## config.mk

```make
export PLATFORM = sky130hd
export DESIGN_NAME = twofish_rs_sgen
export DESIGN_NICKNAME = d
export VERILOG_FILES = /design/src/rtl/twofish_rs_sgen.sv
export SDC_FILE = /design/constraint.sdc
export NUM_CORES = 1
export LEC_CHECK = 0
export BUFFER_PORTS_ARGS = -buffer_cell sky130_fd_sc_hd__buf_2
export CORE_MARGIN = 2
export CORE_UTILIZATION = 28
export DETAILED_ROUTE_END_ITERATION = 6
export SYNTH_ARGS = -nofsm -noshare
export SYNTH_HDL_FRONTEND = slang
export SYNTH_SLANG_ARGS = --single-unit
```

## constraint.sdc

```tcl
create_clock -name clk -period 3.1 [get_ports clk]
set_input_delay 0.155 -clock clk [delete_from_list [all_inputs] [get_ports clk]]
set_output_delay 0.155 -clock clk [all_outputs]
set_load 0.05 [all_outputs]
```

## src/rtl/twofish_rs_sgen.sv

```systemverilog
// Twofish key-schedule S-vector generator: Reed-Solomon 4x8 matrix over GF(2^8)/0x14D, one S word per key group.
// Build option TWOFISH_RS_BYTE_SERIAL_EN: 4 multipliers, one matrix column per cycle (8 cycles per word).
module twofish_rs_sgen #(
    parameter int KEY_W_MAX   = 256,
    parameter int S_WORDS_MAX = 4
) (
    input  logic                      clk,
    input  logic                      rst,
    input  logic                      start,
    input  logic [1:0]                key_len,
    input  logic [KEY_W_MAX-1:0]      key_in,
    output logic                      busy,
    output logic                      out_valid,
    input  logic                      out_ready,
    output logic [2:0]                s_count,
    output logic [32*S_WORDS_MAX-1:0] s_out
);

    localparam logic [1:0] ST_IDLE = 2'd0;
    localparam logic [1:0] ST_CALC = 2'd1;
    localparam logic [1:0] ST_DONE = 2'd2;

    localparam logic [63:0] RS_ROW0 = 64'h01A4_5587_5A58_DB9E;
    localparam logic [63:0] RS_ROW1 = 64'hA456_82F3_1EC6_68E5;
    localparam logic [63:0] RS_ROW2 = 64'h02A1_FCC1_47AE_3D19;
    localparam logic [63:0] RS_ROW3 = 64'hA455_875A_58DB_9E03;

`ifdef TWOFISH_RS_BYTE_SERIAL_EN
    localparam int KEY_STEP = 8;
`else
    localparam int KEY_STEP = 64;
`endif

    // Shift-and-add multiply in GF(2^8), reducing by x^8+x^6+x^3+x^2+1.
    function automatic logic [7:0] gf_mul(input logic [7:0] a, input logic [7:0] b);
        logic [7:0] p;
        logic [7:0] aa;
        p  = 8'h00;
        aa = a;
        for (int i = 0; i < 8; i++) begin
            if (b[i]) begin
                p = p ^ aa;
            end else begin
                p = p;
            end
            aa = aa[7] ? ((aa << 1) ^ 8'h4D) : (aa << 1);
        end
        return p;
    endfunction

    function automatic logic [7:0] rs_coef(input logic [1:0] row, input logic [2:0] col);
        logic [63:0] r;
        case (row)
            2'd0:    r = RS_ROW0;
            2'd1:    r = RS_ROW1;
            2'd2:    r = RS_ROW2;
            2'd3:    r = RS_ROW3;
            default: r = 64'h0;
        endcase
        return r[6'd56 - {col, 3'b000} +: 8];
    endfunction

    logic [1:0]                 state_r;
    logic [KEY_W_MAX-1:0]       key_r;
    logic [2:0]                 k_r;
    logic [2:0]                 idx_r;
    logic                       busy_r;
    logic                       out_valid_r;
    logic [2:0]                 s_count_r;
    logic [32*S_WORDS_MAX-1:0]  s_out_r;
    logic [2:0]                 k_s;
    logic [8:0]                 shamt_s;
    logic [31:0]                word_s;
    logic                       word_done_s;
`ifdef TWOFISH_RS_BYTE_SERIAL_EN
    logic [2:0]                 col_r;
    logic [31:0]                acc_r;
`endif

    // Decode key length into word count and the shift that left-justifies the key (m0 at the top byte).
    always_comb begin
        k_s     = 3'd4;
        shamt_s = 9'd0;
        case (key_len)
            2'b00:   begin k_s = 3'd2; shamt_s = 9'd128; end
            2'b01:   begin k_s = 3'd3; shamt_s = 9'd64;  end
            default: begin k_s = 3'd4; shamt_s = 9'd0;   end
        endcase
    end

`ifdef TWOFISH_RS_BYTE_SERIAL_EN
    // One matrix column per cycle: the current byte always sits at the top of key_r.
    always_comb begin
        word_s = acc_r;
        for (int i = 0; i < 4; i++) begin
            word_s[8*i +: 8] = acc_r[8*i +: 8] ^ gf_mul(rs_coef(2'(i), col_r), key_r[KEY_W_MAX-1 -: 8]);
        end
        if (col_r == 3'd7) begin
            word_done_s = 1'b1;
        end else begin
            word_done_s = 1'b0;
        end
    end
`else
    // Full matrix-vector product on the group at the top of key_r.
    always_comb begin
        word_s      = 32'h0;
        word_done_s = 1'b1;
        for (int i = 0; i < 4; i++) begin
            for (int n = 0; n < 8; n++) begin
                word_s[8*i +: 8] = word_s[8*i +: 8]
                                 ^ gf_mul(rs_coef(2'(i), 3'(n)), key_r[KEY_W_MAX-1-8*n -: 8]);
            end
        end
    end
`endif

    // Control FSM and registered outputs.
    always_ff @(posedge clk) begin
        if (rst) begin
            state_r     <= ST_IDLE;
            key_r       <= '0;
            k_r         <= 3'd0;
            idx_r       <= 3'd0;
            busy_r      <= 1'b0;
            out_valid_r <= 1'b0;
            s_count_r   <= 3'd0;
            s_out_r     <= '0;
`ifdef TWOFISH_RS_BYTE_SERIAL_EN
            col_r       <= 3'd0;
            acc_r       <= 32'h0;
`endif
        end else begin
            case (state_r)
                ST_IDLE: begin
                    if (start) begin
                        key_r   <= key_in << shamt_s;
                        k_r     <= k_s;
                        idx_r   <= 3'd0;
                        s_out_r <= '0;
                        busy_r  <= 1'b1;
                        state_r <= ST_CALC;
`ifdef TWOFISH_RS_BYTE_SERIAL_EN
                        col_r   <= 3'd0;
                        acc_r   <= 32'h0;
`endif
                    end
                end
                ST_CALC: begin
                    key_r <= key_r << KEY_STEP;
`ifdef TWOFISH_RS_BYTE_SERIAL_EN
                    col_r <= col_r + 3'd1;
                    acc_r <= word_done_s ? 32'h0 : word_s;
`endif
                    if (word_done_s) begin
                        s_out_r[32*idx_r +: 32] <= word_s;
                        if (idx_r == k_r - 3'd1) begin
                            state_r     <= ST_DONE;
                            out_valid_r <= 1'b1;
                            s_count_r   <= k_r;
                        end else begin
                            idx_r <= idx_r + 3'd1;
                        end
                    end
                end
                ST_DONE: begin
                    if (out_ready) begin
                        out_valid_r <= 1'b0;
                        busy_r      <= 1'b0;
                        state_r     <= ST_IDLE;
                    end
                end
                default: state_r <= ST_IDLE;
            endcase
        end
    end

    assign busy      = busy_r;
    assign out_valid = out_valid_r;
    assign s_count   = s_count_r;
    assign s_out     = s_out_r;

endmodule

```

# Yosys cells after proc, flatten, opt, wreduce, memory -nomap -nowiden
# Cells that the tools add are included.
# word_totals
regBits	397
input_bits	262
output_inout_bits	133
word_cells	546
# classes
add_sub_neg	3
n_eq_ne	8
shift	3
n_mux	267
bitwise	245
reduce_logical	12
# op_table
operator	count
8-bit two-way mux	114
256-bit one-hot mux with 2 select lines	1
7-bit two-way mux	65
256-bit two-way mux	1
128-bit one-hot mux with 2 select lines	1
256-bit by 8-bit << shifter with 256-bit output	1
8-bit XOR	28
4-bit inverter	48
6-bit two-way mux	30
3-bit inverter	58
5-bit inverter	28
128-bit bitwise mux	1
128-bit two-way mux	1
32-bit by 34-bit variable shift with 128-bit output (first input constant)	1
32-bit by 34-bit variable part select with 128-bit output	1
6-bit inverter	21
5-bit two-way mux	18
2-bit inverter	31
4-bit two-way mux	11
7-bit inverter	6
8-bit negator with 34-bit output	1
3-bit inverter with 4-bit output	7
3-bit two-way mux	8
8-bit one-hot mux with 2 select lines	1
18 further kinds	55

# Logic depth before layout (Yosys ltp)
# logic_depth
ltp_word	25
ltp_mapped	11
mapped_depth_nobuf	9

# Least setup slack after synthesis
# OpenSTA, ideal clock, no wires.
# synth_timing
path_kind	register to register
start	register idx_r[0]
end	register s_out_r[22], in the netlist s_out[22]
setup_ps	117
t_arrival_ps	2641
required_time_ps	2983
slack_ps	342
path_stages_with_launch	11
n_path_buf	2
period_less_slack_ps	2758
cell_sequence	dfxtp_1 clkbuf_1 inv_1 ha_1 or4b_2 nor3_1 nand2_1 a21oi_1 nor2_1 clkbuf_1 a22o_1
# synth_between
elab_chain_len	4
word_cells_on_any_way	5
classes_between	add/sub: 1; shift: 2; mux: 2
# synth_rtl
element	line_no	text
start: declaration	66	logic [2:0] idx_r;
start signal: assignment	162	idx_r <= idx_r + 3'd1;
8-bit negator with 34-bit output (*)	156	s_out_r[32*idx_r +: 32] <= word_s;
32-bit by 34-bit variable part select with 128-bit output / 32-bit by 34-bit variable shift with 128-bit output (equally long branches)	156	
128-bit bitwise mux (*)	156	
128-bit one-hot mux with 2 select lines (*)	134	case (state_r)
end signal: indexed assignment	156	
end: declaration	70	logic [32*S_WORDS_MAX-1:0] s_out_r;
# Mark *: on every way between the ends. The rest lies on a longest branch, timed or not.
# A chain may end at the register's enable or synchronous reset.

# Final worst setup path
# layout_timing
start	register key_r[229]
end	register s_out_r[3], in the netlist s_out[3]
# layout_between
elab_chain_len	13
word_cells_on_any_way	42
classes_between	shift: 1; mux: 14; bitwise: 27
# layout_rtl
element	line_no	text
start: declaration	64	logic [KEY_W_MAX-1:0] key_r;
start signal: assignment	137	key_r <= key_in << shamt_s;
start signal: assignment	150	key_r <= key_r << KEY_STEP;
8-bit two-way mux / 7-bit two-way mux (equally long branches)	41	if (b[i]) begin
7-bit inverter (no source line) (tied with other cells)	--	
8-bit two-way mux	41	
6-bit inverter (no source line) (tied with other cells)	--	
8-bit two-way mux	41	
8-bit XOR (5 in a row)	112	^ gf_mul(rs_coef(2'(i), 3'(n)), key_r[KEY_W_MAX-1-8*n -: 8]);
32-bit by 34-bit variable part select with 128-bit output (*)	156	
128-bit bitwise mux (*)	156	
128-bit one-hot mux with 2 select lines (*)	134	
# Marks and branches as above.

==> impl_metrics.yaml <==
outcome:
  outcome: "finished, final reports clean"
sta:
  rsz0062_at_grt: "no"
  worstMarginPinSlew_ps: 1090
  max_freq_ghz: 0.339
  report.final.slew_viol_count: 0
  fin_crit_sh: 0.952
  hold_viol_final: 0
  finalSetupViolCount: 0
  fin_skew_ps: 24.7
  relSlewSlack: 0.273
  finalCriticalPeriod_ps: 2950
  setup-tns-final_ps: 0
die:
  fp.dieH_um: 292
  die-area_um2: 85200
  core_um2: 82100
  die_w_um: 292
  pin_count: 395
  start_util: 0.283
  num_rows: 105
critical_path:
  required_ps: 3620
  end_kind: "register"
  worstPathBufferInverterCount: 0
  worst_path_largest_cell_delay_ps: 670
  critPathSlowestCell: "xnor2_1"
  cp-endpoint: "s_out[3]"
  regToRegEndpoint: "s_out[3]"
  r2r_start: "key_r[229]"
  crit_arrival_ps: 3470
  critical_path.top_delay_family: "XOR/XNOR gates"
  cp-startpoint: "key_r[229]"
  ff2ff_path_depth: 6
  cp_max_fo: 7
  critical_path_class: "register to register"
  rrSetupSlack_ps: 150
  crit_top_cell: "xnor2_1"
  path_depth: 6
  crit_path_start_kind: "register"
  crit_path_cell_trace: "xnor2_1, xnor3_1, xnor2_1, xnor2_1, xnor2_1, a22o_1"
clocking:
  cts_tree: "done"
  h-tree-depth: 2
  cts_buffer_depth: 3
  root_buffer: "clkbuf_16"
  cts.sinks: 397
  cts_resized: 0
  cts_made_buffers: 46
  clk_pin_slew_ps: 60
  clk_latency_ps: 590
worst_hold_path:
  min_path_type: "input pin to register"
cells_and_area:
  fillers: 8379
  fin_nets: 3210
  final_cell_mix: "dfxtp_1 (396), buf_2 (391), xnor2_1 (266)"
  syn_to_final_growth_pct: 25.0
  final_area_um2: 29000
  final_common_cell: "dfxtp_1"
  drive_gt1_frac: 0.249
global_route:
  grt_pass1_wl_um: 122000
  track_usage: 0.188
  top_usage_layer: "met2"
  grtUsageMet2: 0.295
  overflow: 0
  grt_max_degree: 210
  grt_use_met3: 0.0359
  grt_pass1_vias: 18800
  use_met1: 0.260
  grt_antenna_before_repair: 15
power_and_ir_drop:
  cellLeakagePower_nw: 12.1
  powerDensity_nw_per_um2: 755
  ir_drop_mv: 0.466
yosys:
  syn_inst: 2575
  synth_seq_area_share: 0.342
  synth_seq_cells: 397
  synthArstFlopShare: 0
  synth_area_um2: 23200
  synth-edff-count: 0
  avgSynthCellArea_um2: 9.01
  ys.flop_type: "dfxtp_1"
  yosysUniqueCellTypes: 38
  syn-num-nets: 2844
  ys.warnings.count: 0
detailed_routing:
  drt_wl_total_um: 83100
  routed_via_density: 4.98
  drt_iter0_markers: 1304
  drc: 0
  vias: 20200
  dr.pass1.iters: 6
  wl_per_cell_um: 20.5
  ant_nets: 0
placed_design:
  dp_hpwl_um: 61600
  dpl_cell_area_um2: 26700
  place_congestion: 0.979
  port_buffers: 394
flow_run:
  maxCapViolations: 0
-- kinds of logic (layout without fill, tap and decap cells) --
family          count (synthesis)  in the layout  share of synthesized area
compound gates                659            659                      0.201
simple gates                  442            442                     0.0781
buf+inv                       407            810                     0.0671
xor+xnor                      406            406                      0.190
flops                         397            397                      0.342
mux                           257            257                      0.118
fa+ha+maj                       7              7                    0.00377
other cells                     0              7                          0
-- layout make-up --
cell class / instances / area (µm²) / share of cell area
timing repair buffer: 589 / 3850 / 0.133
inverter: 136 / 510 / 0.0176
tap: 1070 / 1340 / 0.0461
clock inverter: 19 / 258 / 0.00888
antenna: 7 / 17.5 / 0.000604
clock buffer: 66 / 1340 / 0.0461
multi-input combinational: 1771 / 13800 / 0.474
sequential: 397 / 7950 / 0.274
-- metal layers --
metal / vias to the layer above / wire length [µm]
met5: - / 94
met4: 14 / 2210
met3: 124 / 5150
met2: 611 / 37400
met1: 9612 / 38300
li1: 9827 / -
-- registers in the layout, indices dropped and copies added (netlist names) --
name	count
out_valid	1
idx_r	3
s_count	3
key_r	256
busy	1
state_r	2
s_out	128
k_r	3
-- worst min-delay path by stage --
stage / from / to / slack, ps / cells after the start
floorplan: key_in[11] / key_r[11] / 300 / 2
global placement: s_out[125] / s_out[125] / 430 / 2
detailed placement: key_in[37] / key_r[37] / 440 / 3
CTS: key_in[170] / key_r[170] / 40 / 5
global route: key_in[230] / key_r[230] / 100 / 5
finish: key_in[106] / key_r[106] / 80 / 5
-- where the power goes --
part | total, mW | switching [mW] | internal, mW
logic | 10.2 | 6.07 | 4.18
registers | 5.90 | 0.372 | 5.52
clock network | 5.76 | 2.32 | 3.44
-- per-stage QoR --
step / utilization / power [mW] / hold slack, ps / cells / setup WS [ps]
2_1_floorplan: - / 12.6 / 303 / 2575 / 342
3_3_place_gp: 0.326 / 16.1 / 432 / 3897 / 184
3_5_place_dp: 0.326 / 16.1 / 439 / 3897 / 185
4_1_cts: 0.353 / 22.0 / 41.3 / 4048 / 161
5_1_grt: 0.353 / 23.0 / 98.8 / 4052 / 106
6_report: 0.353 / 21.9 / 79.5 / 4055 / 149
-- worst min-delay path: stages --
cell	delay, ps
buf_2	90
nand2_1	40
o21ai_0	70
a221oi_1	70
a211oi_1	190
-- Yosys cell counts, drive strengths merged, types with 2 or more instances --
cell / n / share of area
a22oi: 8 / 0.0026
nor2b: 3 / 0.00081
xnor2: 270 / 0.10
xor3: 2 / 0.0020
o21ai: 70 / 0.015
a22o: 120 / 0.045
a211oi: 64 / 0.021
nand4: 3 / 0.00081
mux2i: 129 / 0.056
xor2: 76 / 0.029
nand3b: 2 / 0.00065
buf: 29 / 0.0060
and3: 3 / 0.00081
a21oi: 201 / 0.043
nor2: 157 / 0.025
and2: 2 / 0.00054
mux2: 128 / 0.062
dfxtp: 397 / 0.34
clkbuf: 242 / 0.039
ha: 7 / 0.0038
inv: 136 / 0.022
nand2: 195 / 0.032
nand3: 61 / 0.013
nand2b: 7 / 0.0019
xnor3: 58 / 0.056
a221oi: 192 / 0.072
nor3: 5 / 0.0011
-- timing repair --
item | 4_1_cts | 5_1_grt
hold endpoints to repair | 74 | 0
hold buffers | 66 | 0
setup buffers | 0 | 0
(Power assumes the default switching activity.)
